File: src/rtl/uart_tx_arbiter.sv
// Round-robin arbiter sharing one UART transmitter between NUM_REQ byte requesters.
// Optional parity generation is enabled by defining UART_TX_ARB_PARITY_EN.
`timescale 1ns / 1ps

module uart_tx_arbiter #(
  parameter int unsigned NUM_REQ = 4,
  parameter int unsigned TIMEOUT = 8
) (
  input  logic                 baud_clk,
  input  logic                 arst,
  input  logic [NUM_REQ-1:0]   req,
  input  logic [8*NUM_REQ-1:0] req_data,
  input  logic                 cfg_data_length,
  input  logic                 cfg_stop_bits,
  input  logic [1:0]           cfg_parity_type,
  input  logic                 tx_active,
  input  logic                 tx_done,
  output logic [NUM_REQ-1:0]   gnt,
  output logic                 tx_send,
  output logic [7:0]           tx_data,
  output logic                 tx_parity,
  output logic                 tx_data_length,
  output logic                 tx_stop_bits,
  output logic [1:0]           tx_parity_type,
  output logic                 busy,
  output logic [2:0]           last_gnt,
  output logic                 err
);

  typedef enum logic [1:0] {StIdle, StSend, StWaitDone} state_e;

  state_e     state_q;
  logic [2:0] ptr_q;
  logic [3:0] tcnt_q;

  logic [7:0]  req_ext;
  logic [63:0] data_ext;
  logic [3:0]  idx_sum;
  logic [2:0]  win_idx;
  logic        win_valid;
  logic [7:0]  win_data;
  logic        par_bit;
  logic [1:0]  ptype_in;

  // Scan from ptr upward with wrap; descending loop so the smallest offset wins.
  always_comb begin
    req_ext                = '0;
    req_ext[NUM_REQ-1:0]   = req;
    data_ext               = '0;
    data_ext[8*NUM_REQ-1:0] = req_data;
    win_valid              = 1'b0;
    win_idx                = '0;
    idx_sum                = '0;
    for (int i = NUM_REQ - 1; i >= 0; i--) begin
      idx_sum = 4'(ptr_q) + 4'(i);
      if (idx_sum >= 4'(NUM_REQ)) idx_sum = idx_sum - 4'(NUM_REQ);
      if (req_ext[idx_sum[2:0]]) begin
        win_valid = 1'b1;
        win_idx   = idx_sum[2:0];
      end
    end
  end

  assign win_data = data_ext[{win_idx, 3'b000} +: 8];

`ifdef UART_TX_ARB_PARITY_EN
  logic par_xor;

  always_comb begin
    par_xor  = cfg_data_length ? ^win_data : ^win_data[6:0];
    ptype_in = cfg_parity_type;
    case (cfg_parity_type)
      2'b10:   par_bit = par_xor;
      2'b01:   par_bit = ~par_xor;
      default: par_bit = 1'b0;
    endcase
  end
`else
  logic unused_parity_type;

  assign unused_parity_type = ^cfg_parity_type;
  assign par_bit            = 1'b0;
  assign ptype_in           = 2'b00;
`endif

  assign busy = (state_q != StIdle);

  always_ff @(posedge baud_clk or posedge arst) begin
    if (arst) begin
      state_q        <= StIdle;
      ptr_q          <= '0;
      tcnt_q         <= '0;
      last_gnt       <= '0;
      gnt            <= '0;
      tx_send        <= 1'b0;
      tx_data        <= '0;
      tx_parity      <= 1'b0;
      tx_data_length <= 1'b0;
      tx_stop_bits   <= 1'b0;
      tx_parity_type <= '0;
      err            <= 1'b0;
    end else begin
      gnt <= '0;
      err <= 1'b0;
      case (state_q)
        StIdle: begin
          if (win_valid && tx_done) begin
            tx_data        <= win_data;
            tx_data_length <= cfg_data_length;
            tx_stop_bits   <= cfg_stop_bits;
            tx_parity_type <= ptype_in;
            tx_parity      <= par_bit;
            gnt            <= NUM_REQ'(1) << win_idx;
            last_gnt       <= win_idx;
            ptr_q          <= (win_idx == 3'(NUM_REQ - 1)) ? 3'd0 : win_idx + 3'd1;
            tx_send        <= 1'b1;
            tcnt_q         <= '0;
            state_q        <= StSend;
          end
        end
        StSend: begin
          if (tx_active) begin
            tx_send <= 1'b0;
            state_q <= StWaitDone;
          end else if (tcnt_q == 4'(TIMEOUT - 1)) begin
            // Transmitter never started: drop the byte.
            err     <= 1'b1;
            tx_send <= 1'b0;
            state_q <= StIdle;
          end else begin
            tcnt_q <= tcnt_q + 4'd1;
          end
        end
        StWaitDone: begin
          if (tx_done && !tx_active) state_q <= StIdle;
        end
        default: state_q <= StIdle;
      endcase
    end
  end

endmodule

File: config.mk
export PLATFORM = sky130hd
export DESIGN_NAME = uart_tx_arbiter
export DESIGN_NICKNAME = d
export VERILOG_FILES = /design/src/rtl/uart_tx_arbiter.sv
export SDC_FILE = /design/constraint.sdc
export NUM_CORES = 1
export LEC_CHECK = 0
export ABC_AREA = 1
export CORE_ASPECT_RATIO = 1.5
export CORE_MARGIN = 3
export CORE_UTILIZATION = 48
export DETAILED_ROUTE_END_ITERATION = 10
export MAX_ROUTING_LAYER = met4
export PLACE_DENSITY = 0.86
export SLEW_MARGIN = 20
export SYNTH_ARGS = -nofsm -noshare
export SYNTH_HDL_FRONTEND = slang
export SYNTH_SLANG_ARGS = --single-unit
File: constraint.sdc
create_clock -name baud_clk -period 4 [get_ports baud_clk]
set_input_delay 1 -clock baud_clk [delete_from_list [all_inputs] [get_ports baud_clk]]
set_output_delay 1 -clock baud_clk [all_outputs]
set_load 0.01 [all_outputs]
Word level (Yosys, flattened, before mapping)
Index checks and enable logic that the tools add are counted.

Flip-flop bits (word level): 28.

Multiplexer cells: 39. Reduce and logical (&&, ||, !) cells: 10. Eq/ne operators: 9. Shift operators: 2. $add $sub $neg: 9. Magnitude comparators: 8.

Operators by type and width (count): 64-bit by 7-bit variable part select with 8-bit output (1); 3-bit 2-to-1 mux (9); 4-bit 2-to-1 mux (5); 3-bit by 4-bit less-than comparator with 1-bit output (second input constant) (4); 1-bit 2-to-1 mux (14); 1-bit binary-select mux with 3-bit select (4); 4-bit by 3-bit greater-or-equal comparator with 1-bit output (second input constant) (3); 3-bit subtractor (second input constant) (4); 3-bit by 2-bit adder with 4-bit output (second input constant) (2); 2-bit 2-to-1 mux (4); 2-bit inequality test (second input constant) (4); 4-bit case mux with 2 select lines (1); 2-bit case mux with 3 select lines (1); 3-bit AND reduction (2); 3-bit by 1-bit adder with 4-bit output (second input constant) (1); 4-bit by 1-bit adder with 4-bit output (second input constant) (1); 4-bit by 3-bit equality test with 1-bit output (second input constant) (1); 4-bit AND reduction (1); 2-bit nonzero test (2); 1-bit by 3-bit left shift with 4-bit output (first input constant) (1); 3-bit by 1-bit adder with 3-bit output (second input constant) (1); 3-bit by 2-bit equality test with 1-bit output (second input constant) (1); 3-bit greater-or-equal comparator (second input constant) (1); 3-bit inequality test (second input constant) (1); 7 further kinds (8).

Depth between registers and ports, before layout
Depth in word-level cells: 12. Mapped depth: 17. Gate-level depth less buffers: 16.

Worst setup path after synthesis
Ideal clock, no wire load.

Kind: input-to-reg. Start: input req[3]. End: register last_gnt[0]. Setup time: 0.119 ns. Required time: 3.881 ns. Path slack: 1.884 ns. Path buffers: 1. Arrival: 1.997 ns. Cell stages on the path: 13. Cells stage by stage: inv_1 > nand2_1 > nand3_1 > nand2_2 > inv_2 > nand2_1 > nand2_2 > nand2_4 > nand2_4 > buf_8 > nor2_2 > inv_1 > o21a_1.

Longest elaborated chain between the ends: 8. Elaborated cells on any way between the ends: 18. Those cells by class: mux: 16; reduce/logical: 2.

Ends and longest elaborated chain: start: declaration (RTL line 11) `input logic [NUM_REQ-1:0] req,`; 1-bit binary-select mux with 3-bit select (RTL line 57) `if (req_ext[idx_sum[2:0]]) begin`; 1-bit 2-to-1 mux (implied by the code) (RTL line 57); 1-bit 2-to-1 mux (4 in a row) (RTL line 57); 1-bit logical AND (RTL line 107) `if (win_valid && tx_done) begin`; 2-bit AND reduction (no source line); end signal: assignment (RTL line 114) `last_gnt <= win_idx;`; end: declaration (RTL line 26) `output logic [2:0] last_gnt,`.

Parallel ways exist; a longest one is shown, timed or not. The select of a mux whose other input is x is not followed. A chain may end at the register's enable or synchronous reset.

Final worst setup path
Start: input req[0]. End: register ptr_q[1].

Longest elaborated chain between the ends: 8. Elaborated cells on any way between the ends: 21. Those cells by class: add/sub: 1; eq/ne: 1; mux: 17; reduce/logical: 2.

Ends and longest elaborated chain: 1-bit binary-select mux with 3-bit select (RTL line 57); 1-bit 2-to-1 mux (implied by the code) (RTL line 57); 3-bit 2-to-1 mux or 1-bit 2-to-1 mux (tied branches) (4 in a row) (RTL line 57); 3-bit by 1-bit adder with 3-bit output (tied with other cells) (RTL line 115) `ptr_q <= (win_idx == 3'(NUM_REQ - 1)) ? 3'd0 : win_idx + 3'd1;`; 3-bit 2-to-1 mux or 2-bit AND reduction (tied branches); end signal: assignment (RTL line 115); end: declaration (RTL line 33) `logic [2:0] ptr_q;`.

Parallel ways exist; a longest one is shown, timed or not. The select of a mux whose other input is x is not followed.

==> impl_metrics.csv <==
group,metric,value,unit
timing,fin_ws,1.286,ns
clock_network,clk_latency,0.27,ns
placement,hpwl,3069,µm
yosys,synth-edff-count,0,
worst_setup_path,max_stage_delay,0.47,ns
clock_network,cts_resized,0,
die,initial_core_util,0.5125,
yosys,ys.flop_type,"dfrtp_1",
grt,grt_usage,0.1890,
yosys,synth_cell_types,25,
worst_setup_path,reg2reg_depth,12,
timing,setup-tns-final,0,ns
die,design.die.area,4537,µm²
timing,rsz0062_at_grt,"no",
die,fp.coreArea,3513,µm²
routing,wirelength,3873,µm
cells_and_area,final_common_cell,"nand2_1",
power_and_ir_drop,netSwitchingFraction,0.4941,
yosys,syn_inst,265,
power_and_ir_drop,power_frac_seq,0.242,
worst_hold_path,hp-start,"last_gnt[2]",
die,die_x,56.01,µm
grt,grt_max_degree,29,
worst_setup_path,critPathKind,"input pin to flop",
placement,io_buffers,61,
yosys,async_flop_share,1.000,
worst_setup_path,worst_setup_path_start_kind,"input pin",
worst_setup_path,reg2reg_slack,1.48,ns
worst_setup_path,r2r_end,"ptr_q[1]",
timing,fmax,368.4,MHz
yosys,avgSynthCellArea,6.794,µm²
clock_network,numCtsBuffers,3,
run,maxCapViolCount,0,
cells_and_area,insertedDiodeCount,0,
cells_and_area,final_core_util,0.6959,
clock_network,cts_root_buf,"clkbuf_8",
worst_setup_path,critPathSlowestCell,"clkdlybuf4s50_1",
clock_network,clk_pin_slew,0.09,ns
routing,drc,0,
power_and_ir_drop,pwr-share-comb,0.671,
outcome,status,"finished, final reports clean",
cells_and_area,fin_area,2445,µm²
power_and_ir_drop,p_per_area,801.6,nW/µm²
routing,wire_per_inst,10.64,µm
worst_setup_path,r2r-start,"ptr_q[0]",
clock_network,clk_path_buf_depth,2,
clock_network,clock-sinks,28,
grt,grt_pass1_vias,1649,
power_and_ir_drop,finalPower,1.960,mW
routing,drt-initial-drc-count,46,
grt,antenna_found_initial,0,
worst_setup_path,endpoint,"ptr_q[1]",
worst_setup_path,crit_top_cell,"nand2_1",
yosys,synth-seq-cells,28,
timing,slew_violations,0,
worst_setup_path,cp-startpoint,"req[0]",
yosys,ys_seq_area_frac,0.3892,
placement,pre_cts_slack,0.9772,ns
clock_network,cts_tree,"done",
die,row_count,26,
cells_and_area,area_growth,35.79,%
timing,worst_slew_pin_slew,0.5597,ns
cells_and_area,drive_gt1_frac,0.07453,
grt,overflow,0,
worst_setup_path,crit_required,4.19,ns
placement,gp_congestion,0.7393,
routing,antenna_left,0,
power_and_ir_drop,p_leak,1.343,nW
timing,clock_skew,0.003085,ns
routing,dr.pass1.iters,4,
power_and_ir_drop,clkPwrFrac,0.086,
routing,viasPerCell,4.745,
worst_setup_path,crit_chain,"clkdlybuf4s50_1 -> nand2_1 -> nand2_1 -> nor2_1 -> nor2_2 -> nor2_1 -> nand3_1 -> nand3_2 -> inv_2 -> nand2_1 -> o211ai_1",
power_and_ir_drop,p_int,0.9915,mW
timing,setup_viol,0,
timing,slew_headroom,0.6263,
yosys,ys_warn_count,0,
timing,post-route-period-util,0.6786,
die,io-pin-count,67,
power_and_ir_drop,p_sw,0.9683,mW
worst_setup_path,worstSetupEndpointType,"flop",
timing,fin_crit,2.714,ns
worst_setup_path,critPathMaxFanout,18,
die,die_y,81.01,µm
timing,hold_viol,0,
placement,placed_area,2390,µm²
cells_and_area,nNetsFinal,370,
worst_setup_path,crit_arrival,2.90,ns
routing,vias,1727,
grt,grt_pass1_wl,6851,µm
clock_network,htree_levels,1,
clock_network,cts_hold_buf,0,
power_and_ir_drop,vdd_drop_max,0.4462,mV
cells_and_area,final_cell_mix,"nand2_1, clkdlybuf4s50_1, nand3_1",
clock_network,cts_setup_buffers,0,
yosys,synthesis.area,1800,µm²
worst_hold_path,hp-class,"flop to flop",
[Yosys cell counts (3+ instances only)]
cell     number  area share
nand2_1     106        0.22
inv_1        37       0.077
nand3_1      37        0.10
dfrtp_1      28        0.39
nor2_1       11       0.023
buf_4         6       0.025
o21ai_0       6       0.017
nand2_2       5       0.017
ha_1          3       0.021
inv_2         3      0.0063
nand2_4       3       0.019
[per-layer routing]
| layer | GRT usage | vias up | share of wire |
|---|---|---|---|
| met5 | - | - | 0 |
| met4 | 0.05226 | 0 | 0.0080 |
| met3 | 0.01590 | 2 | 0.050 |
| met2 | 0.3478 | 54 | 0.52 |
| met1 | 0.2201 | 753 | 0.42 |
| li1 | - | 918 | - |
[layout make-up]
class                      count  area (µm²)
fill                         310        1069
multi-input combinational    188       867.1
sequential                    28       700.7
timing repair buffer          61       610.6
inverter                      41       158.9
clock buffer                   4       55.05
tap                           42       52.55
[per-stage QoR]
stage	hold slack, ns	std cells
6_report	0.4884	364
5_1_grt	0.5172	364
4_1_cts	0.4873	364
2_1_floorplan	0.4795	267
3_3_place_gp	0.4496	360
3_5_place_dp	0.4605	360
[state kept, by name (all words and copies together), names as in the netlist]
| register | cells |
|---|---|
| tcnt_q | 4 |
| gnt | 4 |
| ptr_q | 3 |
| state_q | 2 |
| tx_data_length | 1 |
| last_gnt | 3 |
| tx_data | 8 |
| err | 1 |
| tx_send | 1 |
| tx_stop_bits | 1 |
[power by group through the flow]
| stage | clock network [mW] | registers [mW] | logic (mW) |
|---|---|---|---|
| after global routing | 0.184 | 0.490 | 1.51 |
| after CTS | 0.172 | 0.474 | 1.33 |
| after floorplan | 0 | 0.488 | 1.00 |
| after global placement | 0 | 0.473 | 1.30 |
| final | 0.169 | 0.475 | 1.32 |
| after detailed placement | 0 | 0.479 | 1.33 |
[critical path, delay by kind of cell]
kind | cells | cell delay [ns]
AO/OA/AOI/OAI | 1 | 0.08
buffers and inverters | 2 | 0.81
AND/OR/NAND/NOR | 8 | 0.99
[kinds of logic after synthesis]
family,count (synthesis),synth area share
buffers and inverters,51,0.1334
adders and majority gates,3,0.02085
AOI/OAI and AO/OA,10,0.03405
and+or+nand+nor,172,0.4204
other,1,0.002083
DFF,28,0.3892
[worst min path at each step]
| stage | to | cells after the start | slack (ns) |
|---|---|---|---|
| 2_1_floorplan | ptr_q[2] | 2 | 0.48 |
| 3_3_place_gp | last_gnt[2] | 2 | 0.45 |
| 3_5_place_dp | last_gnt[2] | 2 | 0.46 |
| 4_1_cts | last_gnt[2] | 2 | 0.49 |
| 5_1_grt | last_gnt[2] | 2 | 0.52 |
| 6_report | last_gnt[2] | 2 | 0.49 |
Note: power is estimated with default switching activity, not from simulation.
